===== src/rtl/instruction_fetch_unit.sv =====
// Fetch stage: owns the PC, drives a 1-cycle synchronous-read instruction memory and
// presents {instruction, PC, PC+INC, valid} to the IF/ID boundary. It supports stall (with a
// hold register) and redirect (with squash of the in-flight fetch).
module instruction_fetch_unit #(
  parameter int unsigned           ADDR_WIDTH = 10,
  parameter int unsigned           DATA_WIDTH = 32,
  parameter logic [ADDR_WIDTH-1:0] RESET_PC   = '0,
  parameter int unsigned           PC_INC     = 1
) (
  input  logic                  clock,
  input  logic                  reset_n,
  input  logic                  stall,
  input  logic                  redirect,
  input  logic [ADDR_WIDTH-1:0] redirect_addr,
  output logic [ADDR_WIDTH-1:0] imem_addr,
  input  logic [DATA_WIDTH-1:0] imem_rdata,
  output logic                  instr_valid,
  output logic [DATA_WIDTH-1:0] instruc,
  output logic [ADDR_WIDTH-1:0] pc_out,
  output logic [ADDR_WIDTH-1:0] PC_plus_1
);

  localparam logic [ADDR_WIDTH-1:0] PcInc = ADDR_WIDTH'(PC_INC);

  // Architectural state
  logic [ADDR_WIDTH-1:0] r_fetch_pc;
  logic [ADDR_WIDTH-1:0] r_resp_pc;
  logic                  r_resp_valid;
  logic [DATA_WIDTH-1:0] r_hold_reg;
  logic                  r_holding;

  // Next-state values
  logic [ADDR_WIDTH-1:0] w_fetch_pc_d;
  logic [ADDR_WIDTH-1:0] w_resp_pc_d;
  logic                  w_resp_valid_d;
  logic [DATA_WIDTH-1:0] w_hold_reg_d;
  logic                  w_holding_d;

  // Next-state selection, priority redirect > stall > advance.
  always_comb begin
    w_fetch_pc_d   = r_fetch_pc;
    w_resp_pc_d    = r_resp_pc;
    w_resp_valid_d = r_resp_valid;
    w_hold_reg_d   = r_hold_reg;
    w_holding_d    = r_holding;
    if (redirect) begin
      // Squash whatever the memory is answering; resp_pc is left as-is.
      w_fetch_pc_d   = redirect_addr;
      w_resp_valid_d = 1'b0;
      w_holding_d    = 1'b0;
    end else if (stall) begin
      // Capture the current word once; memory keeps reading fetch_pc, so on release its
      // output already belongs to the next instruction.
      if (!r_holding) begin
        w_hold_reg_d = imem_rdata;
        w_holding_d  = 1'b1;
      end
    end else begin
      w_resp_pc_d    = r_fetch_pc;
      w_resp_valid_d = 1'b1;
      w_holding_d    = 1'b0;
      w_fetch_pc_d   = r_fetch_pc + PcInc;
    end
  end

  // State registers with asynchronous active-low reset.
  always_ff @(posedge clock or negedge reset_n) begin
    if (!reset_n) begin
      r_fetch_pc   <= RESET_PC;
      r_resp_pc    <= RESET_PC;
      r_resp_valid <= 1'b0;
      r_hold_reg   <= '0;
      r_holding    <= 1'b0;
    end else begin
      r_fetch_pc   <= w_fetch_pc_d;
      r_resp_pc    <= w_resp_pc_d;
      r_resp_valid <= w_resp_valid_d;
      r_hold_reg   <= w_hold_reg_d;
      r_holding    <= w_holding_d;
    end
  end

  // Output mux: invalid slots read as NOP; a held word overrides the live memory data.
  always_comb begin
    imem_addr   = r_fetch_pc;
    instr_valid = r_resp_valid;
    pc_out      = r_resp_pc;
    PC_plus_1   = r_resp_pc + PcInc;
    if (!r_resp_valid) begin
      instruc = '0;
    end else if (r_holding) begin
      instruc = r_hold_reg;
    end else begin
      instruc = imem_rdata;
    end
  end

endmodule


===== config.mk =====
export PLATFORM = sky130hd
export DESIGN_NAME = instruction_fetch_unit
export DESIGN_NICKNAME = d
export VERILOG_FILES = /design/src/rtl/instruction_fetch_unit.sv
export SDC_FILE = /design/constraint.sdc
export NUM_CORES = 1
export LEC_CHECK = 0
export ABC_AREA = 1
export BUFFER_PORTS_ARGS = -buffer_cell sky130_fd_sc_hd__buf_4
export CORE_ASPECT_RATIO = 2
export CORE_MARGIN = 2
export CORE_UTILIZATION = 44
export DETAILED_ROUTE_END_ITERATION = 16
export HOLD_SLACK_MARGIN = 0.06
export PLACE_DENSITY = 0.85
export SLEW_MARGIN = 40
export SYNTH_ARGS = -nofsm -noshare
export SYNTH_HDL_FRONTEND = slang
export SYNTH_SLANG_ARGS = --single-unit
export TNS_END_PERCENT = 20

===== constraint.sdc =====
create_clock -name clock -period 1.05 [get_ports clock]
set_input_delay 0 -clock clock [delete_from_list [all_inputs] [get_ports clock]]
set_output_delay 0 -clock clock [all_outputs]
set_load 0.05 [all_outputs]

# [Yosys cells after proc, flatten, opt, wreduce, memory -nomap -nowiden]
# Index checks and enable logic that the tools add are counted.
[totals] ff_bits=54 input_bits=46 out_inout_bits=63 elab_cells=20
[op_classes] addsub=2 eq_ne=1 mux=8 bitwise=2 n_reduce_logical=2
[ops] cell="two-way mux 32 bit" n=2
[ops] cell="adder 10 x 1 -> 10 bit, second input constant" n=2
[ops] cell="two-way mux 10 bit" n=2
[ops] cell="two-way mux 1 bit" n=4
[ops] cell="AND reduction 2 bit" n=2
[ops] cell="!= test 2 x 1 -> 1 bit, second input constant" n=1
[ops] cell="NOT 1 bit" n=2

# [Depth between registers and ports, before layout]
# Gate-level depths: netlist of the first run.
[logic_depth] word_depth=3 depth_mapped=6 depth_no_buf=6

# [Worst setup path before layout of the first run]
# No wires, ideal clock.
[synth_path] path_type="register -> output" from="reg r_resp_pc[1], in the netlist pc_out[1]" to="out PC_plus_1[8]" arrival_ns=2.011 t_required_ns=1.050 slack_ns=-0.961 stages_incl_launch_ff=5 path_buffers=0 path_cell_list="dfrtp_1 > ha_1 > nand3_1 > nor3_1 > xor2_1"
[synth_between] elab_chain_cells=1
[synth_rtl] element="from (decl)" line="27" source="logic [ADDR_WIDTH-1:0] r_resp_pc;"
[synth_rtl] element="from (signal assigned)" line="76" source="r_resp_pc <= w_resp_pc_d;"
[synth_rtl] element="adder 10 x 1 -> 10 bit" line="88" source="PC_plus_1 = r_resp_pc + PcInc;"
[synth_rtl] element="to (decl)" line="20" source="output logic [ADDR_WIDTH-1:0] PC_plus_1"
# No other way between the ends.

# [Worst setup path after layout of the first run]
[layout_path] from="reg r_holding" to="out instruc[11]"
[layout_between] elab_chain_cells=2
[layout_rtl] element="from (decl)" line="30" source="logic r_holding;"
[layout_rtl] element="from (signal assigned)" line="79" source="r_holding <= w_holding_d;"
[layout_rtl] element="two-way mux 32 bit"
[layout_rtl] element="two-way mux 32 bit" line="89" source="if (!r_resp_valid) begin"
[layout_rtl] element="to (decl)" line="18" source="output logic [DATA_WIDTH-1:0] instruc,"
# No other way between the ends.

==> flow_summary.yaml, run 1 <==
status:
  status: "finished, violations left"
  violations: "setup timing"
cts:
  htree_num_levels: 2
  clock_latency_ps: 300
  clk_pin_slew_ps: 60
  cts_sinks: 54
  hold_buffers: 13
  root_buffer: "clkbuf_16"
  cts_tree: "yes"
  cts_buffers: 5
  clk_path_buf_depth: 2
power_and_ir_drop:
  peakVddDrop_v: 0.00125
  combPwrFrac: 0.426
  totalPowerFinal_mw: 7.50
  pwr-share-clk: 0.223
  p_sw_frac: 0.390
  powerDensity_mw_per_mm2: 1510
  intPower_mw: 4.58
  seq_power_share: 0.351
  p_leak_nw: 2.31
  switchingPower_mw: 2.92
sta:
  setup_viol_count_final: 78
  timing.hold.ws_ps: 13.0
  period_share: 1.42
  max_freq_ghz: 0.669
  rsz0062_at_grt: "yes"
  fin_ws_ps: -444
  finClkSkew_ps: 4.63
  maxSlewHeadroom: 0.765
  drv_slew: 0
  hold_violations: 0
  worstMarginPinSlew_ps: 352
  min_period_ps: 1490
global_route:
  grt_antenna_before_repair: 0
  grt_pass1_vias: 3159
  grt_max_degree: 39
  overflow: 0
  track_usage: 0.259
  grt_pass1_wl_um: 14100
placed_design:
  port_buffers: 108
  dp_hpwl_um: 6280
  gp_congestion: 0.920
drt:
  viasPerCell: 5.26
  ant_nets: 0
  wl_um: 8980
  drt_iter0_drc: 114
  num_vias: 3018
  route.detailed.drc: 0
  drt-wirelength-per-cell_um: 15.7
  firstDrtPassIters: 5
critical_path:
  end_kind: "primary output"
  regToRegStartpoint: "r_holding"
  path_class: "flop to primary output"
  startpoint_type: "flop"
  rr_worst_depth: 3
  critPathMaxFanout: 19
  arrival_ps: 1490
  r2r_end: "r_hold_reg[14]"
  rrSetupSlack_ps: -170
  required_ps: 1050
synth:
  synth_nets: 385
  synth_cell_types: 25
  netlist_area_mm2: 0.00285
  synthCells: 337
  syn_area_per_cell_um2: 8.45
  yosysSeqAreaShare: 0.474
  ys_ff_latch: 54
  yosys_warnings: 0
die:
  dieHeight_um: 118
  core_area_mm2: 0.00631
  die_w_um: 60.9
  rows: 41
  dieArea_mm2: 0.00717
  ioPinCount: 109
  start_util: 0.452
layout:
  fill_cells: 405
  largest_reg_flops: 32
  multiInputGateArea_mm2: 0.00179
  nets: 535
  area_growth_pct: 74.0
  antenna_cells: 0
  final-seq-area_mm2: 0.00136
  layout-drive-gt1-share: 0.514
worst_hold_path:
  min_to: "r_hold_reg[17]"
  hold_start: "imem_rdata[17]"
  min_path_cells: 3
  hp-class: "input pin to flop"
run:
  drv_cap: 0
-- power groups by stage --
stage	logic [mW]	clock network (mW)	registers (mW)
6_report	3.19	1.67	2.63
5_1_grt	3.37	1.79	2.66
4_1_cts	3.11	1.72	2.61
3_5_place_dp	2.84	0	2.63
3_3_place_gp	2.78	0	2.61
2_1_floorplan	1.51	0	3.00
-- area by class of cell --
class,count,area share
Tap cell,86,0.0217
Clock inverter,1,0.00101
Inverter,25,0.0204
Timing Repair Buffer,161,0.293
Multi-Input combinational cell,240,0.360
Clock buffer,7,0.0288
Sequential cell,54,0.275
-- cells in the mapped netlist (all sizes together) --
library cell	number	area [um2]
inv	25	93.8
nor3	2	10.0
dfrtp	54	1350
nand3	14	70.1
mux2i	32	320
o211ai	1	7.51
nand2	78	295
a21oi	5	25.0
clkbuf	5	21.3
xor2	6	52.6
ha	2	25.0
nor2	45	184
buf	13	101
nand4	7	43.8
o21ai	45	225
o21bai	2	15.0
nand3b	1	7.51
-- kinds of logic (layout without fill, tap and decap cells) --
logic type	Yosys count	in the layout	synth area share
compound gates	53	53	0.0957
xor+xnor	6	6	0.0184
fa+ha+maj	2	2	0.00878
buf+inv	43	194	0.0760
flops	54	54	0.474
mux	32	32	0.112
simple gates	147	147	0.214
-- how the worst max path moves through the flow --
stage                         start            to  slack (ps)  depth (start not counted)
after detailed placement  pc_out[1]  PC_plus_1[8]        -210                          5
after floorplan           pc_out[1]  PC_plus_1[8]        -410                          4
final                     r_holding   instruc[11]        -440                          4
after global placement    pc_out[1]  PC_plus_1[8]        -190                          5
after global routing      pc_out[1]  PC_plus_1[7]        -500                          6
after CTS                 pc_out[0]  PC_plus_1[8]        -460                          5
-- metal layers --
layer | track usage | vias to the layer above | share of wire
met2 | 0.470 | 117 | 0.57
met3 | 0.0593 | 29 | 0.055
met1 | 0.256 | 1468 | 0.33
met5 | 0 | - | 0
met4 | 0.128 | 0 | 0.039
li1 | - | 1404 | -
-- critical path, cell delays in order, from the launching register on --
cell     delay [ps]
dfrtp_2         400
buf_12          220
mux2i_2         320
nor2_4           60
buf_4           190
-- per-stage QoR --
| stage | TNS (ps) | instance area (um2) | utilization | worst slack, ps | instances |
|---|---|---|---|---|---|
| 2_1_floorplan | -11700 | 3300 | - | -413 | 337 |
| 3_3_place_gp | -5720 | 4390 | 0.696 | -191 | 552 |
| 3_5_place_dp | -7980 | 4390 | 0.696 | -208 | 552 |
| 4_1_cts | -21450 | 4870 | 0.772 | -458 | 574 |
| 5_1_grt | -24740 | 4960 | 0.786 | -501 | 574 |
| 6_report | -19860 | 4960 | 0.786 | -444 | 574 |
-- cells in the final DEF (no fill, tap or decap), drive strengths merged, types with 6 or more instances in the layout --
cell,n
buf,148
clkbuf,7
dfrtp,54
dlygate4sd3,11
inv,25
mux2i,32
nand2,78
nand3,14
nand4,7
nor2,45
o21ai,45
xor2,6
-- what timing repair did --
item	CTS	global route
endpoints found under the setup margin	88	100
buffers inserted	1	0
resized for setup	61	26
pin swaps	5	3
hold endpoints to repair	74	3
cloned	0	0
Power figures use the tool's default switching activity.
==> run 2, diff against run 1 <==
--- a/config.mk
+++ b/config.mk
@@ -13,7 +13,8 @@
 export DETAILED_ROUTE_END_ITERATION = 16
 export HOLD_SLACK_MARGIN = 0.06
 export PLACE_DENSITY = 0.85
-export SLEW_MARGIN = 40
+export REMOVE_ABC_BUFFERS = 1
+export SLEW_MARGIN = 25
 export SYNTH_ARGS = -nofsm -noshare
 export SYNTH_HDL_FRONTEND = slang
 export SYNTH_SLANG_ARGS = --single-unit
==> run 2 against run 1 <==
Against the previous run:
- the flow finishes with violations (hold timing, setup timing)
- register-to-register slack got worse by 50 ps
- first-iteration DRC count up 33%
- routed wire length is 7.9% higher
- sequential cell count unchanged
- cell area fell by 1.9%
- critical path depth increased by 1
- clock power hardly changed
- largest cell class is now buffers
==> flow_summary.yaml, run 2 (synthesis results as in run 1) <==
status:
  status: "finished, violations left"
  violations: "hold timing, setup timing"
sta:
  rsz0062_at_grt: "yes"
  period_share: 1.49
  setup-tns-final_ps: -21460
  min_period_ps: 1560
  worstMarginPinSlew_ps: 250
  timing.hold.ws_ps: -0.283
  drv_slew: 0
  finClkSkew_ps: 2.83
  setup_viol_count_final: 79
  max_freq_ghz: 0.640
  fin_ws_ps: -513
  hold_violations: 1
  maxSlewHeadroom: 0.828
cts:
  clock_latency_ps: 290
  htree_num_levels: 2
  cts_tree: "yes"
  clk_path_buf_depth: 2
  cts_sinks: 54
  root_buffer: "clkbuf_16"
  cts_buffers: 5
  hold_buffers: 20
  clk_pin_slew_ps: 60
drt:
  route.detailed.drc: 0
  wl_met3_um: 439
  ant_nets: 0
  wl_um: 9690
  met1_length_um: 3120
  wl_met2_um: 5630
  firstDrtPassIters: 4
  num_vias: 3014
  drt-wirelength-per-cell_um: 16.8
  top_layer: "met4"
  viasPerCell: 5.21
  drt_iter0_drc: 152
worst_hold_path:
  hp-class: "input pin to flop"
critical_path:
  critPathMaxStageDelay_ps: 420
  required_ps: 1050
  critPathMaxFanout: 6
  path_cells: "buf_12 > buf_6 > mux2i_1 > nor2_1 > buf_6"
  end_kind: "primary output"
  arrival_ps: 1560
  startpoint_type: "flop"
  crit_path_frequent_cell: "buf_6"
  crit_slowest_cell: "dfrtp_2"
  path_class: "flop to primary output"
global_route:
  overflow: 0
  grt_max_degree: 49
  grt_pass1_vias: 2957
  grt_pass1_wl_um: 13000
  track_usage: 0.238
  grt_antenna_before_repair: 0
power_and_ir_drop:
  combPwrFrac: 0.420
  pwr-share-clk: 0.224
  powerDensity_mw_per_mm2: 1520
  peakVddDrop_v: 0.00117
  intPower_mw: 4.53
  p_sw_frac: 0.386
  totalPowerFinal_mw: 7.39
  p_leak_nw: 2.30
  seq_power_share: 0.355
  switchingPower_mw: 2.85
layout:
  area_growth_pct: 70.8
  antenna_cells: 0
  layout-drive-gt1-share: 0.421
  largest_reg_flops: 32
  nets: 539
  final_cell_mix: "buf_4 (89), nand2_1 (76), dfrtp_1 (52), buf_6 (44), nor2_1 (29)"
  final_common_cell: "buf_4"
  fill_cells: 382
run:
  drv_cap: 0
die:
  die_w_um: 60.9
  rows: 41
  dieArea_mm2: 0.00717
  ioPinCount: 109
  core_area_mm2: 0.00631
  dieHeight_um: 118
  start_util: 0.452
placed_design:
  gp_congestion: 0.864
  dp_hpwl_um: 6060
  port_buffers: 108
[run 2: worst max-delay path: cells and delay by family, from the launching register on]
| kind | cells | cell delay [ps] |
|---|---|---|
| DFF | 1 | 420 |
| buffers and inverters | 3 | 490 |
| and+or+nand+nor | 1 | 200 |
| muxes | 1 | 140 |
[run 2: area by class of cell]
class	instances	area [um2]	area share
Timing Repair Buffer	165	1610	0.331
Multi-Input combinational cell	240	1550	0.319
Sequential cell	54	1350	0.278
Clock buffer	7	143	0.0293
Tap cell	86	108	0.0221
Inverter	25	93.8	0.0193
Clock inverter	1	5.00	0.00103
[run 2: final timing paths]
| kind | start | end | slack (ps) | cells after the start |
|---|---|---|---|---|
| max | r_holding | instruc[20] | -510 | 5 |
| min | imem_rdata[15] | r_hold_reg[15] | -0.3 | 3 |
| max reg2reg | r_holding | r_hold_reg[17] | -220 | 5 |
| min reg2reg | r_hold_reg[21] | r_hold_reg[21] | 490 | 2 |
| max in group asynchronous | reset_n | pc_out[2] | 430 | 3 |
| min in group asynchronous | reset_n | r_hold_reg[13] | 100 | 2 |
[run 2: metal layers]
metal	vias to the layer above	global-route usage
met3	38	0.0418
met5	-	0
met2	114	0.435
met4	0	0.125
met1	1455	0.237
li1	1407	-
[run 2: per-stage QoR]
step            util  setup slack, ps  cells  cell area, um2
5_1_grt        0.771             -580    578            4870
3_5_place_dp   0.623             -271    541            3930
3_3_place_gp   0.623             -166    541            3930
6_report       0.771             -513    578            4870
2_1_floorplan      -            -1070    319            2730
4_1_cts        0.707             -469    569            4460
[run 2: power groups by stage]
| stage | Combinational [mW] | Sequential, mW | Clock [mW] |
|---|---|---|---|
| 2_1_floorplan | 1.14 | 2.99 | 0 |
| 3_3_place_gp | 2.52 | 2.57 | 0 |
| 3_5_place_dp | 2.56 | 2.59 | 0 |
| 4_1_cts | 2.76 | 2.57 | 1.67 |
| 5_1_grt | 3.26 | 2.65 | 1.79 |
| 6_report | 3.11 | 2.62 | 1.66 |
[run 2: repair_timing]
item,CTS,global route
cloned,0,4
hold endpoints to repair,93,14
resized for setup,55,71
pin swaps,6,4
endpoints found under the setup margin,72,91
buffers inserted,0,5
